**config.mk**
```make
export PLATFORM = sky130hd
export DESIGN_NAME = adc_conv_sequencer
export DESIGN_NICKNAME = d
export VERILOG_FILES = /design/src/rtl/adc_conv_sequencer.sv
export SDC_FILE = /design/constraint.sdc
export NUM_CORES = 1
export LEC_CHECK = 0
export CORE_MARGIN = 1
export CORE_UTILIZATION = 50
export CTS_BUF_LIST = sky130_fd_sc_hd__clkbuf_16
export CTS_CLUSTER_DIAMETER = 80
export CTS_CLUSTER_SIZE = 10
export DETAILED_ROUTE_END_ITERATION = 12
export PLACE_DENSITY = 0.76
export SLEW_MARGIN = 10
export SYNTH_ARGS = -nofsm -noshare
export SYNTH_HDL_FRONTEND = slang
export SYNTH_SLANG_ARGS = --single-unit
```
**constraint.sdc**
```tcl
create_clock -name clk -period 3.3 [get_ports clk]
set_clock_uncertainty 0.05 [all_clocks]
set_input_delay 0.33 -clock clk [delete_from_list [all_inputs] [get_ports clk]]
set_output_delay 0.33 -clock clk [all_outputs]
set_load 0.05 [all_outputs]
```
**src/rtl/adc_conv_sequencer.sv**
```systemverilog
// adc_conv_sequencer: erase / convert / readout sequencing for one single-slope frame.
// Latched gray codes are converted to binary and streamed out over valid/ready.
module adc_conv_sequencer #(
  parameter int CNT_W     = 8,
  parameter int NUM_PIX   = 4,
  parameter int IDX_W     = 2,
  parameter int ERASE_CYC = 5,
  parameter int CONV_CYC  = 255
) (
  input  logic             clk,
  input  logic             reset,
  input  logic             start,
  input  logic             abort,
  output logic             busy,
  output logic             erase,
  output logic             convert,
  output logic             rd_en,
  output logic [IDX_W-1:0] rd_sel,
  input  logic [CNT_W-1:0] pix_gray,
  output logic [CNT_W-1:0] out_data,
  output logic [IDX_W-1:0] out_idx,
  output logic             out_valid,
  input  logic             out_ready,
  output logic             done
);

  // state     | meaning
  // IDLE      | waiting for start
  // ERASE     | erase strobe held for ERASE_CYC cycles
  // CONVERT   | gray counter enabled for CONV_CYC cycles
  // READ      | rd_en pulse for pixel idx
  // WAIT      | pix_gray valid, captured and converted to binary
  // PRESENT   | result on out_data until handshake
  // DONE      | one-cycle done pulse
  typedef enum logic [2:0] {
    IDLE, ERASE, CONVERT, READ, WAIT, PRESENT, DONE
  } state_t;

  localparam int TMR_MAX = (ERASE_CYC > CONV_CYC) ? ERASE_CYC : CONV_CYC;
  localparam int TMR_W   = $clog2(TMR_MAX + 1);
  localparam logic [TMR_W-1:0] ERASE_LOAD = TMR_W'(ERASE_CYC - 1);
  localparam logic [TMR_W-1:0] CONV_LOAD  = TMR_W'(CONV_CYC - 1);
  localparam logic [IDX_W-1:0] LAST_IDX   = IDX_W'(NUM_PIX - 1);

  state_t             state, state_nxt;
  logic [TMR_W-1:0]   tmr, tmr_nxt;
  logic [IDX_W-1:0]   idx, idx_nxt;
  logic               busy_nxt, erase_nxt, convert_nxt, rd_en_nxt, out_valid_nxt, done_nxt;
  logic [IDX_W-1:0]   rd_sel_nxt, out_idx_nxt;
  logic [CNT_W-1:0]   out_data_nxt;

  function automatic logic [CNT_W-1:0] gray2bin(input logic [CNT_W-1:0] g);
    logic [CNT_W-1:0] b;
    b[CNT_W-1] = g[CNT_W-1];
    for (int i = CNT_W - 2; i >= 0; i--) b[i] = b[i+1] ^ g[i];
    return b;
  endfunction

  always_comb begin
    state_nxt    = state;
    tmr_nxt      = tmr;
    idx_nxt      = idx;
    rd_sel_nxt   = rd_sel;
    out_idx_nxt  = out_idx;
    out_data_nxt = out_data;
    if (abort) begin
      state_nxt    = IDLE;
      tmr_nxt      = '0;
      idx_nxt      = '0;
      rd_sel_nxt   = '0;
      out_idx_nxt  = '0;
      out_data_nxt = '0;
    end else begin
      case (state)
        IDLE: if (start) begin
          state_nxt = ERASE;
          tmr_nxt   = ERASE_LOAD;
        end
        ERASE: if (tmr == '0) begin
          state_nxt = CONVERT;
          tmr_nxt   = CONV_LOAD;
        end else begin
          tmr_nxt = tmr - 1'b1;
        end
        CONVERT: if (tmr == '0) begin
          state_nxt = READ;
          idx_nxt   = '0;
        end else begin
          tmr_nxt = tmr - 1'b1;
        end
        READ: state_nxt = WAIT;
        WAIT: begin
          state_nxt    = PRESENT;
          out_data_nxt = gray2bin(pix_gray);
          out_idx_nxt  = idx;
        end
        PRESENT: if (out_ready) begin
          if (idx == LAST_IDX) begin
            state_nxt = DONE;
          end else begin
            state_nxt = READ;
            idx_nxt   = idx + 1'b1;
          end
        end
        DONE:    state_nxt = IDLE;
        default: state_nxt = IDLE;
      endcase
    end
    // outputs are decoded from the next state so they leave the flops aligned with it
    busy_nxt      = (state_nxt != IDLE);
    erase_nxt     = (state_nxt == ERASE);
    convert_nxt   = (state_nxt == CONVERT);
    rd_en_nxt     = (state_nxt == READ);
    out_valid_nxt = (state_nxt == PRESENT);
    done_nxt      = (state_nxt == DONE);
    if (state_nxt == READ) rd_sel_nxt = idx_nxt;
  end

  always_ff @(posedge clk or posedge reset) begin
    if (reset) begin
      state     <= IDLE;
      tmr       <= '0;
      idx       <= '0;
      busy      <= 1'b0;
      erase     <= 1'b0;
      convert   <= 1'b0;
      rd_en     <= 1'b0;
      rd_sel    <= '0;
      out_data  <= '0;
      out_idx   <= '0;
      out_valid <= 1'b0;
      done      <= 1'b0;
    end else begin
      state     <= state_nxt;
      tmr       <= tmr_nxt;
      idx       <= idx_nxt;
      busy      <= busy_nxt;
      erase     <= erase_nxt;
      convert   <= convert_nxt;
      rd_en     <= rd_en_nxt;
      rd_sel    <= rd_sel_nxt;
      out_data  <= out_data_nxt;
      out_idx   <= out_idx_nxt;
      out_valid <= out_valid_nxt;
      done      <= done_nxt;
    end
  end

endmodule

```
# --- Word level (Yosys, flattened, before mapping) ---
# Cells that the tools add are included.
# Widths: inputs -> output; s select.
word_totals:
  register_bits: 31
  wordCells: 64
op_classes:
  n_eq_ne: 13
  bitwise: 7
  reduce_logical: 7
  addsub: 2
  mux: 23
ops:
  columns: ["operator", "count"]
  rows:
  - ["$mux 8", 6]
  - ["$pmux 8 s3", 1]
  - ["$mux 3", 6]
  - ["$pmux 3 s6", 1]
  - ["$mux 2", 8]
  - ["$eq 3x2->1 const B", 4]
  - ["$eq 3x3->1 const B", 4]
  - ["$logic_not 8->1", 1]
  - ["$sub 8x1->8 const B", 1]
  - ["$xor 1x1->1", 7]
  - ["$eq 3x1->1 const B", 2]
  - ["$ne 3x3->1 const B", 2]
  - ["$pmux 2 s2", 1]
  - ["$reduce_bool 2->1", 2]
  - ["$reduce_bool 4->1", 1]
  - ["$logic_not 3->1", 1]
  - ["$reduce_and 3->1", 1]
  - ["$reduce_bool 3->1", 1]
  - ["$add 2x1->2 const B", 1]
  - ["$eq 2x2->1 const B", 1]

# --- Longest topological paths before layout ---
logic_depth:
  depth_word: 9
  depth_mapped: 8

# --- Least setup slack after synthesis ---
# No wires, ideal clock.
synth_path:
  path_type: "register to register"
  start: "reg tmr[0]"
  end: "reg rd_sel[0]"
  path_slack_ps: 1241
  period_less_slack_ps: 2059
  required_time_ps: 3125
  arrival_time_ps: 1884
  stages_incl_launch_ff: 9
  setup_ps: 125
  path_cell_list: "dfrtp_1 -> inv_1 -> ha_1 -> nor3b_4 -> nand4b_1 -> and3_1 -> buf_6 -> nor3b_4 -> mux2_4"
synth_via:
  elab_chain_cells: 6
  word_cells_on_any_way: 11
  classes_between: "1 x eq/ne; 8 x mux; 2 x reduce/logical"
synth_rtl:
  columns: ["item", "line", "text"]
  rows:
  - ["start, declared", "46", "logic [TMR_W-1:0] tmr, tmr_nxt;"]
  - ["start signal, assigned", "135", "tmr <= tmr_nxt;"]
  - ["$logic_not 8->1 *", "79, 85", null]
  - ["$mux 3, on equally long branches", "85, 79", null]
  - ["$pmux 3 s6 *", "74", "case (state)"]
  - ["$mux 3 *", "66", "if (abort) begin"]
  - ["$eq 3x2->1 *", null, null]
  - ["named net rd_en_nxt", "48", "logic busy_nxt, erase_nxt, convert_nxt, rd_en_nxt, out_valid_nxt, done_nxt;"]
  - ["$mux 2 / $reduce_bool 2->1 (equally long branches)", null, null]
  - ["end signal, assigned", "141", "rd_sel <= rd_sel_nxt;"]
  - ["end, declared", "18", "output logic [IDX_W-1:0] rd_sel,"]
# The timed path passes the listed nets; every way through them passes the cells marked *.
# A chain may end at the register's enable or synchronous reset.

# --- Final worst setup path ---
layout_path:
  start: "reg tmr[0]"
  end: "reg rd_sel[1]"
# Same word-level chain as after synthesis.

==> reports/qor.yml <==
worst_setup_path:
  end_kind: "flop"
  r2r_end: "rd_sel[1]"
  crit_fanout: 6
  path_cells: "inv_1 > ha_1 > or3b_4 > o31ai_1 > and3_1 > nor3b_4 > mux2_4"
  start_kind: "flop"
  slowest_stage: "dfrtp_1"
  timing.rr.start: "tmr[0]"
  path_class: "flop to flop"
  rrSetupSlack_ns: 1.02
  critPathBufInv: 1
  ff2ff_path_depth: 7
  critPathMaxStageDelay_ns: 0.42
  critical_path_arrival_ns: 2.39
  critical_path_required_ns: 3.41
  crit_family: "simple AND/OR/NAND/NOR gates"
drt:
  routedWlPerCell_um: 14.9
  ant_nets: 0
  firstDrtPassIters: 4
  vias_per_cell: 5.56
  via_count: 1452
  drcViolationCount: 0
  drt_iter0_markers: 129
  drt-total-wl_um: 3880
placement:
  dpl.cell_count: 253
  port_buffers: 30
  dpl.hpwl_um: 2720
  place.gp.congestion: 0.766
power_and_ir_drop:
  ir_drop_v: 0.000297
  powerDensity_nw_per_um2: 745
  p_leak_nw: 0.985
grt:
  antenna_found_initial: 0
  grt_pass1_vias: 1434
  grt_pass1_wl_um: 6390
  grt_usage_pct: 23.8
  grt_remaining_overflow: 0
  grt_start_max_net_pins: 32
yosys:
  ys_types: 44
  avgSynthCellArea_sq_um: 9.81
  ys_async_sr_fraction_pct: 100
  synth-simple-area-share_pct: 27.1
  synthXorXnorAreaFrac_pct: 8.57
  seq_area_frac_synth_pct: 43.2
  synth_most_common_cell: "dfrtp_1"
  yosysWarnings: 0
  synth_top_area_share_pct: 43.2
  synth_top_family_by_area: "simple AND/OR/NAND/NOR gates"
  netlist_instances: 183
  synth_edf_count: 0
  synth_nets: 197
  synth_adder_area_share_pct: 0.697
  synth_area_leader_cell: "dfrtp_1"
  synth.area.mux_share_pct: 2.30
  ys_top_cells_by_area: "dfrtp_1 43%, nand2_1 6.1%, nor2_1 3.8%"
  synthFlopType: "dfrtp_1"
  synth_area_sq_um: 1800
  synth_seq_cells: 31
  synth-compound-area-share_pct: 13.7
  synthTopCellsByCount: "31 x dfrtp_1, 29 x nand2_1, 18 x nor2_1"
cells_and_area:
  area_delta_synth_final_pct: 25.2
  final_cells: 261
  nFillCells: 261
  multi_input_area_sq_um: 941
  drive_above_1_share_pct: 10.7
  final_nets: 228
  seq_area_sq_um: 776
  post-route-util_pct: 66.3
  n_antenna_cell: 0
sta:
  grt_setup_unrepaired: "no"
  slew_viol_final: 0
  final_hold_viol_count: 0
  period_minus_slack_ns: 2.28
  worst_slew_pin_slew_ns: 0.564
  fmax_mhz: 438
  tns_ns: 0
  fin_crit_sh_pct: 69.1
  slew_headroom_pct: 62.4
  holdWs_ns: 0.389
  setup_violations: 0
floorplanning:
  start_util_pct: 53.0
  coreArea_sq_um: 3390
  die_width_um: 61.9
  io_pins: 31
  num_rows: 21
  dieArea_sq_um: 3830
  fp.dieH_um: 61.9
clock_network:
  post_cts_buffers: 0
  cts.sinks: 31
  cts_tree: "yes"
  clock_path_buffers: 2
  cts-root-buf: "clkbuf_16"
  cts_resized: 0
  ctsHtreeMaxLevel: 2
  path_clk_slew_ns: 0.05
  clk_latency_ns: 0.27
  hold_buffers: 0
  cts_buffers: 5
status:
  status: "finished clean"
job:
  drv_cap: 0
worst_hold_path:
  hp-class: "input pin to asynchronous set/reset pin"
## cell usage in the layout, fill, tap and decap left out, types with 3 or more instances in the layout
master	n
o31ai_1	4
and4b_1	3
nand2_1	29
o21ai_0	9
xnor2_1	5
nor4_1	3
clkbuf_16	5
nor3b_1	3
dfrtp_1	31
a21oi_1	13
nor2_1	18
inv_1	5
buf_4	3
xor2_1	4
nor3b_4	3
nor3_1	5
clkdlybuf4s50_1	30
## cell type report
type	instances	area share (%)
repair buffers	33	14.4
inverters	4	0.668
flip-flops and latches	31	34.5
clock buffers	5	5.56
multi-input cells	139	41.8
well taps	46	2.56
clock inverters	3	0.501
## how the worst max path moves through the flow
stage,startpoint,endpoint,cells past startpoint
floorplan,tmr[0],rd_sel[0],8
global placement,pix_gray[6],out_data[0],6
detailed placement,pix_gray[6],out_data[0],6
CTS,tmr[0],rd_sel[1],7
global route,tmr[0],rd_sel[1],7
finish,tmr[0],rd_sel[1],7
## where the power goes
part | leakage, nW | internal, mW | total [mW] | switching, mW
Sequential | 0.426 | 0.448 | 0.542 | 0.0946
Clock | 0.0701 | 0.270 | 0.421 | 0.150
Combinational | 0.489 | 0.298 | 0.711 | 0.413
## per-stage QoR
step	cell area [sq um]	total power, mW	setup WS [ns]
floorplan	1800	1.12	1.24
global placement	2110	1.21	1.03
detailed placement	2110	1.25	1.00
CTS	2250	1.68	1.03
global route	2250	1.79	0.822
finish	2250	1.67	1.02
## flip-flops by register name (all words and copies together), names as in the netlist
register / count
rd_en: 1
erase: 1
state: 3
rd_sel: 2
busy: 1
convert: 1
idx: 2
tmr: 8
out_valid: 1
out_idx: 2
out_data: 8
done: 1
## kinds of logic after synthesis
family	count (synthesis)
fa+ha+maj	1
mux	3
xor+xnor	12
buf+inv	13
simple gates	83
flops	31
compound gates	40
## tightest hold or removal path: cells and delay by family
family                 cells  cell delay (ns)
buffers and inverters      3             0.80
## layer usage
| metal | vias up | wire, um | share of wire, % | GRT usage [%] |
|---|---|---|---|---|
| li1 | 706 | - | - | - |
| met5 | - | 0 | 0 | 0 |
| met4 | 0 | 76 | 2.0 | 14.3 |
| met3 | 7 | 173 | 4.5 | 7.87 |
| met1 | 697 | 1680 | 43 | 27.7 |
| met2 | 42 | 1950 | 50 | 38.1 |
Power figures use the tool's default switching activity.
